--- src/rtl/mem_ctrl_pkg.sv ---
// Shared types and constants for the MEM-stage data-memory access controller.
// Optional build macro MEM_TIMEOUT_EN enables the wait timer in mem_access_ctrl.
package mem_ctrl_pkg;

    // Default data/address width of the pipeline.
    localparam int DATA_W_DEF = 16;

    // Load data reported after a timed-out access (sliced to DATA_W at use).
    localparam logic [63:0] TIMEOUT_DATA = '1;

    // Access sequencer states.
    typedef enum logic [1:0] {
        ST_IDLE = 2'd0,
        ST_WAIT = 2'd1,
        ST_DONE = 2'd2
    } state_e;

endpackage

--- src/rtl/mem_access_ctrl_wait_timer.sv ---
// Wait-cycle counter with limit compare for the MEM-stage access controller.
// Instantiated only when MEM_TIMEOUT_EN is defined.
module mem_wait_timer #(
    parameter int MAX_WAIT = 15,
    parameter int CNT_W    = $clog2(MAX_WAIT + 1)
) (
    input  logic clk,
    input  logic rst_n,
    input  logic clr_i,   // entering WAIT
    input  logic en_i,    // WAIT cycle with no ack
    output logic hit_o    // this cycle reaches the limit
);

    logic [CNT_W-1:0] cnt_q;
    logic [CNT_W-1:0] cnt_d;

    assign cnt_d = cnt_q + 1'b1;
    assign hit_o = en_i && (cnt_d == CNT_W'(MAX_WAIT));

    // Count un-acknowledged WAIT cycles; restart on every new access.
    always_ff @(posedge clk or negedge rst_n) begin
        if (!rst_n) begin
            cnt_q <= '0;
        end else if (clr_i) begin
            cnt_q <= '0;
        end else if (en_i) begin
            cnt_q <= cnt_d;
        end
    end

endmodule

--- src/rtl/mem_access_ctrl.sv ---
// MEM-stage data-memory access sequencer: one req/ack transaction per valid
// load/store, upstream stall until ack, MEM/WB bubble steering.
// Optional build macro MEM_TIMEOUT_EN bounds WAIT to MAX_WAIT cycles.
module mem_access_ctrl
    import mem_ctrl_pkg::*;
#(
    parameter int DATA_W   = DATA_W_DEF,
    parameter int MAX_WAIT = 15
) (
    input  logic              clk,
    input  logic              rst_n,
    input  logic              L_in,
    input  logic              S_in,
    input  logic              invalid_in,
    input  logic [DATA_W-1:0] mem_addr_in,
    input  logic [DATA_W-1:0] mem_wdata_in,
    input  logic              flush_req_in,
    input  logic              dm_ack,
    input  logic [DATA_W-1:0] dm_rdata,
    output logic              dm_req,
    output logic              dm_we,
    output logic [DATA_W-1:0] dm_addr,
    output logic [DATA_W-1:0] dm_wdata,
    output logic [DATA_W-1:0] dm_data_out,
    output logic              pipe_stall,
    output logic              MEM_WB_Write,
    output logic              MEM_FLUSH,
    output logic              busy,
    output logic              dm_timeout
);

    state_e            state_q;
    logic              dm_req_q;
    logic              dm_we_q;
    logic [DATA_W-1:0] dm_addr_q;
    logic [DATA_W-1:0] dm_wdata_q;
    logic [DATA_W-1:0] dm_data_q;

    logic acc;
    logic ack_ok;
    logic start;
    logic tmo_hit;
    logic tmo_q;

    assign acc    = (L_in | S_in) & ~invalid_in;
    // An ack only counts while a request is actually outstanding.
    assign ack_ok = dm_ack & dm_req_q;
    assign start  = (state_q == ST_IDLE) && acc;

`ifdef MEM_TIMEOUT_EN
    mem_wait_timer #(
        .MAX_WAIT (MAX_WAIT)
    ) u_timer (
        .clk   (clk),
        .rst_n (rst_n),
        .clr_i (start),
        .en_i  ((state_q == ST_WAIT) && !ack_ok),
        .hit_o (tmo_hit)
    );
`else
    logic unused_max_wait;
    assign unused_max_wait = (MAX_WAIT > 0);
    assign tmo_hit         = 1'b0;
`endif

    // Sequencer FSM with registered memory-interface outputs.
    always_ff @(posedge clk or negedge rst_n) begin
        if (!rst_n) begin
            state_q    <= ST_IDLE;
            dm_req_q   <= 1'b0;
            dm_we_q    <= 1'b0;
            dm_addr_q  <= '0;
            dm_wdata_q <= '0;
            dm_data_q  <= '0;
            tmo_q      <= 1'b0;
        end else begin
            tmo_q <= 1'b0;
            case (state_q)
                ST_IDLE: begin
                    if (acc) begin
                        dm_addr_q  <= mem_addr_in;
                        dm_wdata_q <= mem_wdata_in;
                        dm_we_q    <= S_in;
                        dm_req_q   <= 1'b1;
                        state_q    <= ST_WAIT;
                    end
                end
                ST_WAIT: begin
                    // A same-cycle ack takes priority over the timeout.
                    if (ack_ok) begin
                        dm_req_q <= 1'b0;
                        if (!dm_we_q) begin
                            dm_data_q <= dm_rdata;
                        end
                        state_q <= ST_DONE;
                    end else if (tmo_hit) begin
                        dm_req_q  <= 1'b0;
                        dm_data_q <= TIMEOUT_DATA[DATA_W-1:0];
                        tmo_q     <= 1'b1;
                        state_q   <= ST_DONE;
                    end
                end
                ST_DONE: begin
                    // EX/MEM still holds the finished op; never restart here.
                    state_q <= ST_IDLE;
                end
                default: begin
                    state_q  <= ST_IDLE;
                    dm_req_q <= 1'b0;
                end
            endcase
        end
    end

    // Pipeline steering decoded from state (and acc/flush in non-busy states).
    always_comb begin
        pipe_stall   = 1'b0;
        MEM_WB_Write = 1'b1;
        MEM_FLUSH    = flush_req_in;
        case (state_q)
            ST_IDLE: begin
                if (acc) begin
                    pipe_stall = 1'b1;
                    MEM_FLUSH  = 1'b1;
                end
            end
            ST_WAIT: begin
                pipe_stall = 1'b1;
                MEM_FLUSH  = 1'b1;
            end
            ST_DONE: begin
                // Aborted access must not retire into WB.
                MEM_FLUSH = flush_req_in | tmo_q;
            end
            default: ;
        endcase
    end

    assign dm_req      = dm_req_q;
    assign busy        = dm_req_q;
    assign dm_we       = dm_we_q;
    assign dm_addr     = dm_addr_q;
    assign dm_wdata    = dm_wdata_q;
    assign dm_data_out = dm_data_q;

`ifdef MEM_TIMEOUT_EN
    assign dm_timeout = tmo_q;
`else
    assign dm_timeout = 1'b0;
`endif

endmodule

--- config.mk ---
export PLATFORM = sky130hd
export DESIGN_NAME = mem_access_ctrl
export DESIGN_NICKNAME = d
export VERILOG_FILES = /design/src/rtl/mem_ctrl_pkg.sv /design/src/rtl/mem_access_ctrl_wait_timer.sv /design/src/rtl/mem_access_ctrl.sv
export SDC_FILE = /design/constraint.sdc
export NUM_CORES = 1
export LEC_CHECK = 0
export ABC_AREA = 1
export CAP_MARGIN = 30
export CORE_MARGIN = 2
export CORE_UTILIZATION = 36
export DETAILED_ROUTE_END_ITERATION = 7
export PLACE_DENSITY = 0.76
export SYNTH_ARGS = -nofsm -noshare
export SYNTH_HDL_FRONTEND = slang
export SYNTH_HIERARCHICAL = 1
export SYNTH_SLANG_ARGS = --single-unit
--- constraint.sdc ---
create_clock -name clk -period 1.3 [get_ports clk]
set_input_delay 0.26 -clock clk [delete_from_list [all_inputs] [get_ports clk]]
set_output_delay 0.26 -clock clk [all_outputs]
set_load 0.02 [all_outputs]
* After elaboration in Yosys (flattened, before gate mapping)
Cells that the tools add are included.
** Operators by class
- Equal/unequal tests :: 4
- Multiplexer cells :: 10
- Bitwise gates (word level) :: 6
- Reduce and logical (&&, ||, !) cells :: 5
** Operator list (number)
- 3-bit AND reduction :: 2
- 1-bit 2-to-1 mux :: 4
- 2-bit 2-to-1 mux :: 2
- 2-bit inequality test (second input constant) :: 2
- 1-bit case mux with 2 select lines :: 2
- 2-bit case mux with 2 select lines :: 1
- 2-bit AND reduction :: 2
- 1-bit NOT :: 3
- 1-bit case mux with 3 select lines :: 1
- 1-bit bitwise AND :: 2
- 2-bit by 1-bit equality test with 1-bit output (second input constant) :: 1
- 2-bit equality test (second input constant) :: 1
- 2-bit logical NOT :: 1
- 1-bit OR :: 1
** Storage, ports and cells
- Register bits :: 52
- Input port bits :: 55
- Output and inout bits :: 55
- Logic and storage cells :: 31

* Depth between registers and ports, before layout
- Depth after elaboration :: 4
- Depth in mapped cells :: 6
- Mapped depth without buffers :: 5

* Least setup slack after synthesis
OpenSTA, ideal clock, no wires.
- Kind :: register to output
- Start point :: reg state_q[0]
- End point :: out MEM_FLUSH
- Data arrival time :: 1.097 ns
- Data required time :: 1.040 ns
- Path slack :: -0.057 ns
- Cell stages (with the launch flop) :: 5
- Path buffers :: 1
- Path through :: dfrtp_1 -> nor2_4 -> nand3_4 -> buf_2 -> nand3b_1
** On the way
- Word-level cells in the longest chain between the ends :: 2
- Elaborated cells on any way between the ends :: 3
- Classes of those cells :: eq/ne: 1; mux: 1; reduce/logical: 1
** Ends and longest elaborated chain
- start, declared :: RTL line mem_access_ctrl.sv:32 : state_e state_q;
- start signal, assigned :: RTL line mem_access_ctrl.sv:69 : state_q <= ST_IDLE;
- start signal, assigned :: RTL line mem_access_ctrl.sv:85 : state_q <= ST_WAIT;
- start signal, assigned :: RTL line mem_access_ctrl.sv:95 : state_q <= ST_DONE;
- 2-bit by 1-bit equality test with 1-bit output / 2-bit logical NOT (equally long branches) :: RTL line mem_access_ctrl.sv:120 : case (state_q)
- 1-bit case mux with 2 select lines (*) :: RTL line mem_access_ctrl.sv:120
- end, declared :: RTL line mem_access_ctrl.sv:27 : output logic MEM_FLUSH,
Every way passes the cells marked *; elsewhere a longest branch is shown, timed or not.

* Final worst setup path
Same ends and word-level chain as after synthesis.

==> flow_summary.yaml <==
global_routing:
  grt_max_degree: 36
  grt_pass1_vias: 2045
  grt_overflow: 0
  grt_pass1_wl_um: 8980
  antenna_found_initial: 0
  grt_use_total: 0.171
logic_synthesis:
  synth_warnings: 6
  synth.avg_cell_area_um2: 9.20
  synth_seq_cells: 52
  synthTopCellsByArea: "dfrtp_1 59%, nand2_1 18%, nand4_1 9.4%"
  netlist_top_cells_count: "105 x nand2_1, 52 x dfrtp_1, 33 x nand4_1, 16 x nand3_1, 9 x buf_2"
  synth_top_area_share: 0.592
  post-synth-top-count-cell: "nand2_1"
  synth_edf_count: 0
  netlist-cell-type-count: 18
  mappedNetlistNets: 294
  yosysSeqAreaShare: 0.592
  yosys.area.top_type: "dfrtp_1"
  netlist_area_um2: 2200
  synth-main-ff-cell: "dfrtp_1"
  synthArstFlopShare: 1.00
  syn_inst: 239
flow_run:
  drv_cap: 0
cts:
  cts_tree: "built"
  clk_pin_slew_ns: 0.09
  numCtsBuffers: 5
  clock_sinks: 52
  clockBufferDepth: 2
  cts-htree-levels: 2
  root_buffer: "clkbuf_8"
  insertion_delay_ns: 0.30
final_layout:
  final_core_util: 0.581
  layout-drive-gt1-share: 0.0807
  design_area_um2: 3440
  nets: 401
  stdcell_count: 422
  area_delta_synth_final_pct: 56.5
  antenna_cells: 0
place:
  pre_cts_slack_ns: -0.662
  place_inst: 413
  place_hpwl_um: 4030
  port_buffers: 107
  placed_cell_area_um2: 3360
  place_congestion: 0.710
outcome:
  violations: "setup timing"
  outcome: "finished, violations left"
sta:
  worst_clock_skew_ns: 0.00349
  slew_violations: 0
  setup_viol: 2
  finalCritPeriodShare: 1.15
  max_freq_mhz: 669
  period_minus_slack_ns: 1.50
  hold_viol: 0
  setup_ws_ns: -0.196
  fin_tns_setup_ns: -0.311
  rsz0062_at_grt: "true"
  whs_ns: 0.422
setup_path:
  worstPathMaxFanout: 3
  r2r_cells: 4
  path_class: "reg2out"
  startpoint_type: "flip-flop"
  endpoint_kind: "primary output"
  crit_arrival_ns: 1.24
  cp.required_ns: 1.04
min_path:
  worstHoldPathType: "in2async"
pwr:
  total_power_mw: 7.56
  power_density_nw_per_um2: 2200
  p_leak_nw: 1.74
  ir_drop_v: 0.000999
floorplanning:
  ios: 110
  die_w_um: 82.2
  fp.coreArea_um2: 5920
  die-height_um: 82.2
  num_rows: 28
  start_util: 0.372
  die_area_um2: 6750
routing:
  vias: 2040
  ant_nets: 0
  detail_route.wl_per_cell_um: 13.4
  dr.pass1.iters: 4
  vias_per_cell: 4.83
  drc: 0
  totalWireLength_um: 5650
  drt_iter0_drc: 103
## cell type report
cell class,count,area [um^2]
Fill cell,543,2480
Inverter,5,18.8
Multi-Input combinational cell,164,769
Clock buffer,8,90.1
Tap cell,75,93.8
Sequential cell,52,1300
Timing Repair Buffer,118,1170
## flip-flops by register name, summed over array words and instances, names as in the netlist
register	flops
dm_data_out	16
dm_we	1
busy	1
dm_wdata	16
state_q	2
dm_addr	16
## layer usage
metal  vias to the layer above  GRT usage  part of all wire
met3                         9     0.0446             0.073
li1                       1001          -                 -
met4                         0     0.0517             0.014
met2                        75      0.315              0.50
met5                         -          0                 0
met1                       955      0.195              0.41
## critical path, stage by stage (launching register included)
cell,delay [ns]
dfrtp_1,0.44
nor2_4,0.15
nand3_4,0.10
nand3b_1,0.12
buf_6,0.13
## kinds of logic (layout without fill, tap and decap cells)
group           Yosys count  after routing  share of synthesized area
compound gates            1              1                    0.00227
buf+inv                  23            131                     0.0597
flops                    52             52                      0.592
other cells               2              2                    0.00341
simple gates            161            161                      0.343
## power breakdown
part | internal, mW | leakage (nW) | switching, mW
Clock | 0.435 | 0.0455 | 0.483
Sequential | 2.36 | 0.650 | 0.414
Combinational | 1.53 | 1.04 | 2.34
Total | 4.32 | 1.74 | 3.23
## path summary, 6_finish.rpt
| check | startpoint | end | slack [ns] |
|---|---|---|---|
| setup / recovery | state_q[0]$_DFFE_PN0P_ | MEM_FLUSH | -0.20 |
| hold / removal | rst_n | dm_data_out[13]$_DFFE_PN0P_ | 0.42 |
| setup reg to reg | state_q[0]$_DFFE_PN0P_ | dm_addr[12]$_DFFE_PN0P_ | 0.06 |
| hold reg to reg | dm_addr[4]$_DFFE_PN0P_ | dm_addr[4]$_DFFE_PN0P_ | 0.47 |
| max in group asynchronous | rst_n | dm_addr[2]$_DFFE_PN0P_ | 0.44 |
| min in group clk | dm_addr[4]$_DFFE_PN0P_ | dm_addr[4]$_DFFE_PN0P_ | 0.47 |
## timing repair
item,CTS,global route
setup endpoints to repair,53,67
endpoints found under the hold margin,14,0
hold buffers,1,0
resized for setup,68,29
pin swaps,2,0
buffers inserted,0,0
## cell usage in the layout, fill, tap and decap left out, types with 2 or more instances in the layout
cell             count
buf_4                7
inv_1                3
dlygate4sd2_1       20
clkbuf_8             6
clkdlybuf4s50_1     53
dfrtp_1             52
nand3_1             16
buf_12               3
nand2_1            104
clkdlybuf4s15_2      2
nor2_4               3
conb_1               2
buf_6                2
clkdlybuf4s15_1     29
nand4_1             33
clkbuf_1             2
Power figures use the tool's default switching activity.
